[src/rtl/fifo_sample_reader.sv]
// Paced FIFO reader: pops one sample every P clocks and presents it as a held output.
// An empty FIFO at a pacing tick is counted as an underrun, and the last sample is kept.
module fifo_sample_reader #(
  parameter int DATA_WIDTH = 16,
  parameter int DIV_WIDTH  = 16
) (
  input  logic                  clk,
  input  logic                  rst,
  input  logic                  en_low_i,
  input  logic [DIV_WIDTH-1:0]  rate_i,
  input  logic                  empty_i,
  input  logic [DATA_WIDTH-1:0] data_i,
  output logic                  rd_en_o,
  output logic [DATA_WIDTH-1:0] sample_o,
  output logic                  sample_valid_o,
  input  logic                  clr_underrun_i,
  output logic                  underrun_o,
  output logic [7:0]            underrun_cnt_o
);

  typedef enum logic [1:0] {
    IDLE      = 2'd0,
    WAIT_TICK = 2'd1,
    READ      = 2'd2,
    CAPTURE   = 2'd3
  } state_t;

  localparam logic [DIV_WIDTH-1:0] MIN_PERIOD = DIV_WIDTH'(3);

  state_t                state_q, state_d;
  logic [DIV_WIDTH-1:0]  count_q, count_d;
  logic [DIV_WIDTH-1:0]  period_q, period_d;
  logic [DATA_WIDTH-1:0] sample_q, sample_d;
  logic                  valid_q, valid_d;
  logic                  underrun_q, underrun_d;
  logic [7:0]            ucnt_q, ucnt_d;
  logic                  tick;
  logic                  underrun_evt;

  assign tick = (state_q != IDLE) && (count_q == (period_q - DIV_WIDTH'(1)));

  always_comb begin
    state_d      = state_q;
    count_d      = count_q;
    period_d     = period_q;
    sample_d     = sample_q;
    valid_d      = 1'b0;
    underrun_d   = underrun_q;
    ucnt_d       = ucnt_q;
    underrun_evt = 1'b0;

    case (state_q)
      IDLE: begin
        if (!en_low_i) begin
          state_d  = WAIT_TICK;
          period_d = (rate_i < MIN_PERIOD) ? MIN_PERIOD : rate_i;
        end
      end
      WAIT_TICK: begin
        // Disabling wins over a coincident tick: no read is launched and no underrun is logged.
        if (en_low_i) begin
          state_d = IDLE;
        end else if (tick) begin
          if (empty_i) begin
            valid_d      = 1'b1;
            underrun_evt = 1'b1;
          end else begin
            state_d = READ;
          end
        end
      end
      READ: begin
        state_d = CAPTURE;
      end
      CAPTURE: begin
        sample_d = data_i;
        valid_d  = 1'b1;
        state_d  = en_low_i ? IDLE : WAIT_TICK;
      end
      default: begin
        state_d = IDLE;
      end
    endcase

    if ((state_q == IDLE) || (state_d == IDLE) || tick) begin
      count_d = '0;
    end else begin
      count_d = count_q + DIV_WIDTH'(1);
    end

    if (clr_underrun_i) begin
      underrun_d = 1'b0;
      ucnt_d     = 8'd0;
    end else if (underrun_evt) begin
      underrun_d = 1'b1;
      if (ucnt_q != 8'hFF) begin
        ucnt_d = ucnt_q + 8'd1;
      end
    end
  end

  always_ff @(posedge clk or negedge rst) begin
    if (!rst) begin
      state_q    <= IDLE;
      count_q    <= '0;
      period_q   <= MIN_PERIOD;
      sample_q   <= '0;
      valid_q    <= 1'b0;
      underrun_q <= 1'b0;
      ucnt_q     <= 8'd0;
    end else begin
      state_q    <= state_d;
      count_q    <= count_d;
      period_q   <= period_d;
      sample_q   <= sample_d;
      valid_q    <= valid_d;
      underrun_q <= underrun_d;
      ucnt_q     <= ucnt_d;
    end
  end

  assign rd_en_o        = (state_q == READ);
  assign sample_o       = sample_q;
  assign sample_valid_o = valid_q;
  assign underrun_o     = underrun_q;
  assign underrun_cnt_o = ucnt_q;

endmodule

[config.mk]
export PLATFORM = sky130hd
export DESIGN_NAME = fifo_sample_reader
export DESIGN_NICKNAME = d
export VERILOG_FILES = /design/src/rtl/fifo_sample_reader.sv
export SDC_FILE = /design/constraint.sdc
export NUM_CORES = 1
export LEC_CHECK = 0
export BUFFER_PORTS_ARGS = -buffer_cell sky130_fd_sc_hd__buf_2
export CORE_MARGIN = 2
export CORE_UTILIZATION = 55
export DETAILED_ROUTE_END_ITERATION = 8
export PLACE_DENSITY = 0.86
export SETUP_SLACK_MARGIN = 0.1
export SLEW_MARGIN = 25
export SYNTH_ARGS = -nofsm -noshare
export SYNTH_HDL_FRONTEND = slang
export SYNTH_SLANG_ARGS = --single-unit
[constraint.sdc]
create_clock -name clk -period 3.7 [get_ports clk]
set_input_delay 0.37 -clock clk [delete_from_list [all_inputs] [get_ports clk]]
set_output_delay 0.37 -clock clk [all_outputs]
set_load 0.01 [all_outputs]
==> results of run 1 <==
==> per-stage QoR <==
stage	hold slack [ns]	worst slack (ns)	cell area [um2]	instances	util
floorplan	0.0744	0.889	3170	300	-
global placement	0.471	0.583	3540	425	0.639
detailed placement	0.486	0.552	3550	425	0.640
CTS	0.121	0.536	3760	441	0.680
global route	0.158	0.196	3760	441	0.680
finish	0.106	0.508	3760	441	0.680
==> per-layer routing <==
| layer | vias up | GRT usage | wire [um] |
|---|---|---|---|
| li1 | 1212 | - | - |
| met1 | 1210 | 0.279 | 2940 |
| met2 | 74 | 0.396 | 3350 |
| met3 | 13 | 0.0713 | 324 |
| met4 | 0 | 0.0746 | 86 |
| met5 | - | 0 | 0 |
==> cell usage in the layout (no fill, tap or decap), drive strengths merged, types with 5 or more instances in the layout <==
cell type	Yosys	final
buf	2	64
or3	7	7
xnor2	15	15
xor2	16	16
nand2	18	18
clkbuf	9	10
nor2b	7	7
nor2	26	26
mux2	33	33
or4	5	5
nand2b	6	6
dfrtp	58	58
nand3	15	15
and3	6	6
nor3	12	12
o21ai	9	9
nor4	9	9
inv	5	5
==> cells by family (layout without fill, tap and decap cells) <==
group	Yosys count	in the layout	share of synthesized area
mux	34	34	0.120
xor+xnor	31	31	0.0855
buf+inv	16	85	0.0217
fa+ha+maj	3	3	0.0118
simple gates	124	124	0.210
flops	60	60	0.474
compound gates	32	32	0.0769
==> synthesized netlist by cell type (2+ instances only) <==
| master | instances |
|---|---|
| or3_1 | 7 |
| xnor2_1 | 15 |
| a31oi_1 | 2 |
| dfrtp_1 | 58 |
| a2111oi_0 | 2 |
| ha_1 | 3 |
| o22a_1 | 2 |
| nand3_1 | 15 |
| nand4_1 | 3 |
| or4_1 | 4 |
| o21ai_0 | 9 |
| and3_1 | 6 |
| a21oi_1 | 4 |
| nor3b_1 | 3 |
| mux2_2 | 33 |
| xor2_1 | 16 |
| nor4_1 | 9 |
| clkbuf_1 | 9 |
| nor2_1 | 26 |
| nand2b_1 | 6 |
| a211oi_1 | 3 |
| nand2_1 | 18 |
| o31ai_1 | 2 |
| nor2b_1 | 7 |
| dfstp_2 | 2 |
| nor4b_1 | 4 |
| inv_1 | 5 |
| nor3_1 | 11 |
==> flip-flops by register name (all words and copies together), names as in the netlist <==
register and count:
count_q 16, period_q 16, sample_o 16, sample_valid_o 1, state_q 2, underrun_cnt_o 8, underrun_o 1
==> path summary, 6_finish.rpt <==
check	from	to	slack (ns)	cells after the start
max in group asynchronous	rst	sample_o[11]$_DFFE_PN0P_	2.76	2
worst max-delay path	period_q[0]$_DFFE_PN1P_	count_q[13]$_DFF_PN0_	0.51	9
min in group clk	data_i[13]	sample_o[13]$_DFFE_PN0P_	0.26	2
worst min-delay path	rst	period_q[11]$_DFFE_PN0P_	0.11	1
worst min register to register	sample_o[3]$_DFFE_PN0P_	sample_o[3]$_DFFE_PN0P_	0.50	1
worst max register to register	period_q[0]$_DFFE_PN1P_	count_q[13]$_DFF_PN0_	0.51	9
==> critical path, delay by kind of cell, from the launching register on <==
kind	cells	cell delay, ns
buf+inv	1	0.06
fa+ha+maj	1	0.19
compound gates	3	1.19
simple gates	4	1.25
flops	1	0.41
==> power by group through the flow <==
stage	Combinational [mW]	Sequential, mW	Clock [mW]
floorplan	0.146	0.772	0
global placement	0.223	0.779	0
detailed placement	0.230	0.783	0
CTS	0.232	0.771	0.659
global route	0.257	0.782	0.687
finish	0.232	0.773	0.640
==> layout make-up <==
| type | instances | share of cell area |
|---|---|---|
| clock buffer | 10 | 0.0339 |
| clock inverter | 6 | 0.0236 |
| inverter | 5 | 0.00499 |
| multi-input combinational | 224 | 0.428 |
| sequential | 60 | 0.399 |
| tap | 72 | 0.0239 |
| timing repair buffer | 64 | 0.0857 |
==> run_results.csv, run 1 <==
group,metric,value,unit
pwr,pwr-share-seq,0.470,
grt,globalRouteOverflowTotal,0,
sta,relSlewSlack,0.475,
synth,synth.distinct_cells,44,
critical_path,critPathMaxStageDelay,0.54,ns
synth,synth_top_area_cell,"dfrtp_1",
pwr,peakVddDrop,352,uV
sta,fin_worst_skew,0.0121,ns
critical_path,start_kind,"flip-flop",
detailed_routing,vias,2509,
critical_path,crit_chain,"inv_1 > ha_1 > or3b_2 > a2111oi_0 > nor4_1 > a211o_1 > o2111ai_4 > nand2_1 > nor2_1",
grt,grt_max_degree,36,
detailed_routing,viasPerCell,5.69,
synth,dominantRegCellSynth,"dfrtp_1",
floorplanning,die_w,80.0,um
clock_network,root_buffer,"clkbuf_8",
sta,post-route-period-util,0.863,
sta,tightestPinTransition,0.785,ns
floorplanning,initial_core_util,0.573,
clock_network,clkTransAtPathRegs,0.07,ns
place,place.gp.congestion,0.949,
place,dp_hpwl,4810,um
floorplanning,dieArea,6400,um2
critical_path,crit_path_max_fanout,17,
outcome,outcome,"finished clean",
detailed_routing,routed_wl,6700,um
pwr,leakagePower,1.65,nW
layout,fillers,428,
floorplanning,core,5540,um2
synth,async_flop_share,1.00,
sta,setup_total_negative_slack,0,ns
grt,antenna_found_initial,0,
detailed_routing,drt_iter0_drc,147,
pwr,sw_frac_of_total,0.268,
layout,multi_input_area,1610,um2
critical_path,worstPathArrival,3.45,ns
synth,yosysWarningCount,0,
layout,layout-drive-gt1-share,0.325,
sta,finalSetupViolCount,0,
layout,nets,404,
grt,grt_pass1_vias,2579,
floorplanning,row_count,27,
critical_path,cp-end-kind,"flip-flop",
pwr,switchingPower,0.441,mW
synth,yosys-top-cells-area,"dfrtp_1 (46%), mux2_2 (12%), xor2_1 (4.4%)",
clock_network,holdBufCountCts,0,
layout,syn_to_final_growth,18.6,%
run,cap_viol_max_count,0,
clock_network,cts.path.max_buffers,2,
clock_network,cts_resized,0,
sta,final_max_slew_viol_count,0,
sta,rsz0062_at_grt,"no",
synth,yosysSeqAreaShare,0.474,
pwr,clockPowerShare,0.389,
floorplanning,die_h,80.0,um
synth,synth.net_count,340,
critical_path,setup.worst_path.class,"flip-flop to flip-flop",
sta,min_period,3.19,ns
detailed_routing,route.detailed.drc,0,
detailed_routing,avgRoutedWirePerCell,15.2,um
pwr,pwr-share-comb,0.141,
critical_path,required,3.96,ns
synth,netlist.area_leader.share,0.457,
detailed_routing,firstDrtPassIters,4,
sta,hold_viol_final,0,
synth,postSynthCellCount,300,
floorplanning,io_pins,64,
synth,syn_area_per_cell,10.6,um2
clock_network,htree_num_levels,3,
pwr,p_total,1.65,mW
min_path,hold_path_class,"input port to async pin",
synth,ys_ff_latch,60,
clock_network,postCtsSetupRepairBufs,0,
critical_path,cp_slowest_cell,"or3b_2",
layout,antenna_cells,0,
sta,fmax,313,MHz
clock_network,cts_tree,"built",
clock_network,cts_buffers,9,
detailed_routing,detail-route-antenna-nets,0,
synth,synth_edf_count,0,
grt,grt_pass1_wl,11500,um
pwr,power_density,437,nW/um2
layout,regArea,1500,um2
synth,synth_area,3170,um2
place,port_buffers,63,
pwr,internal_power,1.20,mW
clock_network,cts.sinks,60,
clock_network,clk_latency,0.34,ns
grt,grt_use_total,0.232,
Note: power is estimated with default switching activity, not from simulation.
==> inputs of run 2 (changes only) <==
==> constraint.sdc (replaced) <==
create_clock -name clk -period 3.25 [get_ports clk]
set_input_delay 0.325 -clock clk [delete_from_list [all_inputs] [get_ports clk]]
set_output_delay 0.325 -clock clk [all_outputs]
set_load 0.01 [all_outputs]
==> run 2 against run 1 <==
Effect of this change:
- global-route usage increased by 0.24 points
- first-iteration DRC count decreased by 11%
- utilization increased by 2.2 points
- register-to-register slack got worse by 0.29 ns
==> run_results.csv, run 2 (same netlist as run 1, synthesis figures left out) <==
group,metric,value,unit
outcome,outcome,"finished clean",
sta,hold_viol_final,0,
sta,rsz0062_at_grt,"no",
critical_path,cp_slowest_cell,"or4_4",
place,place.gp.congestion,0.937,
grt,grtUsageMet1,0.280,
detailed_routing,avgRoutedWirePerCell,15.5,um
min_path,hold_path_class,"input port to flip-flop",
critical_path,critPathMaxStageDelay,0.57,ns
critical_path,worstPathArrival,3.25,ns
floorplanning,initial_core_util,0.573,
sta,relSlewSlack,0.537,
layout,nets,414,
pwr,power_density,497,nW/um2
clock_network,cts.sinks,60,
sta,hold_ws,0.208,ns
place,dp_hpwl,5010,um
sta,tightestPinTransition,0.693,ns
clock_network,cts_tree,"built",
clock_network,root_buffer,"clkbuf_8",
pwr,leakagePower,1.71,nW
layout,final_common_cell,"buf_2",
clock_network,cts.path.max_buffers,2,
grt,grt_use_total,0.234,
sta,setup_total_negative_slack,0,ns
grt,antenna_found_initial,0,
clock_network,htree_num_levels,3,
place,dp_cells,432,
place,port_buffers,63,
sta,fmax,330,MHz
grt,use_met2,0.409,
critical_path,path_delay_family,"simple AND/OR/NAND/NOR gates",
critical_path,crit_chain,"or4_4 > or3_1 > a2111oi_2 > o211a_1 > o2111ai_4 > nor3_1 > mux2_2",
floorplanning,row_count,27,
sta,finalSetupViolCount,0,
layout,antenna_cells,0,
critical_path,required,3.47,ns
floorplanning,core,5540,um2
layout,syn_to_final_growth,22.5,%
grt,busiest_layer,"met2",
sta,fin_worst_skew,0.00502,ns
grt,grt_max_degree,44,
detailed_routing,vias,2573,
clock_network,clk_latency,0.34,ns
detailed_routing,route.detailed.drc,0,
pwr,p_total,1.93,mW
detailed_routing,viasPerCell,5.71,
clock_network,cts_buffers,9,
layout,layout-drive-gt1-share,0.354,
floorplanning,io_pins,64,
critical_path,start_kind,"flip-flop",
pwr,peakVddDrop,339,uV
run,cap_viol_max_count,0,
layout,mostFrequentLayoutCells,"buf_2 (63), dfrtp_1 (58), mux2_2 (33)",
floorplanning,die_h,80.0,um
floorplanning,dieArea,6400,um2
grt,grt_pass1_wl,11500,um
grt,use_met3,0.0622,
detailed_routing,detail-route-antenna-nets,0,
sta,min_period,3.03,ns
grt,grt_pass1_vias,2568,
detailed_routing,routed_wl,7010,um
layout,final_cells,451,
grt,globalRouteOverflowTotal,0,
critical_path,critPathBufInv,0,
critical_path,crit_path_max_fanout,8,
detailed_routing,firstDrtPassIters,4,
critical_path,setup.worst_path.class,"flip-flop to flip-flop",
critical_path,cp-end-kind,"flip-flop",
detailed_routing,drt_iter0_drc,131,
sta,final_max_slew_viol_count,0,
clock_network,clkTransAtPathRegs,0.07,ns
sta,post-route-period-util,0.932,
floorplanning,die_w,80.0,um
run 2: changes by cell type in the layout (fill, tap and decap cells not counted), moves of 2 or more:
cell / previous run / this run
nor3_2: 1 / 3
nor4_1: 9 / 7
nor4_2: 0 / 2
buf_4: 1 / 9
clkbuf_8: 9 / 11
run 2: final timing paths:
path | startpoint | endpoint | slack, ns | cells past startpoint
min reg2reg | sample_o[5]$_DFFE_PN0P_ | sample_o[5]$_DFFE_PN0P_ | 0.50 | 1
max in group asynchronous | rst | period_q[1]$_DFFE_PN1P_ | 1.91 | 3
max | period_q[2]$_DFFE_PN0P_ | underrun_cnt_o[3]$_DFFE_PN0P_ | 0.22 | 7
max reg2reg | period_q[2]$_DFFE_PN0P_ | underrun_cnt_o[3]$_DFFE_PN0P_ | 0.22 | 7
min | empty_i | state_q[1]$_DFF_PN0_ | 0.21 | 2
min in group asynchronous | rst | period_q[7]$_DFFE_PN0P_ | 0.45 | 2
run 2: metal layers:
metal / wire length [um] / vias to the layer above
met5: 0 / -
met2: 3540 / 74
met3: 378 / 7
li1: - / 1236
met1: 3020 / 1256
met4: 75 / 0
run 2: area by class of cell:
cell class | instances | area [um2]
clock buffer | 11 | 151
sequential | 60 | 1500
tap | 72 | 90.1
multi-input combinational | 225 | 1650
clock inverter | 5 | 83.8
inverter | 5 | 18.8
fill | 422 | 1650
timing repair buffer | 73 | 393
run 2: repair_timing:
item,in CTS,in global routing
hold endpoints to repair,17,0
setup endpoints to repair,0,5
setup buffers,0,1
gates resized for setup,0,6
hold buffers,1,0
run 2: report_power, final:
group          total [mW]  internal [mW]  switching, mW
sequential          0.878          0.809         0.0692
combinational       0.286          0.142          0.144
clock               0.770          0.474          0.296
run 2: through the flow:
step           setup slack [ns]  utilization  cell area [um2]
4_1_cts                   0.186        0.693             3840
3_5_place_dp              0.208        0.649             3590
3_3_place_gp              0.272        0.649             3590
2_1_floorplan             0.439            -             3170
5_1_grt                  0.0718        0.702             3890
6_report                  0.223        0.702             3890
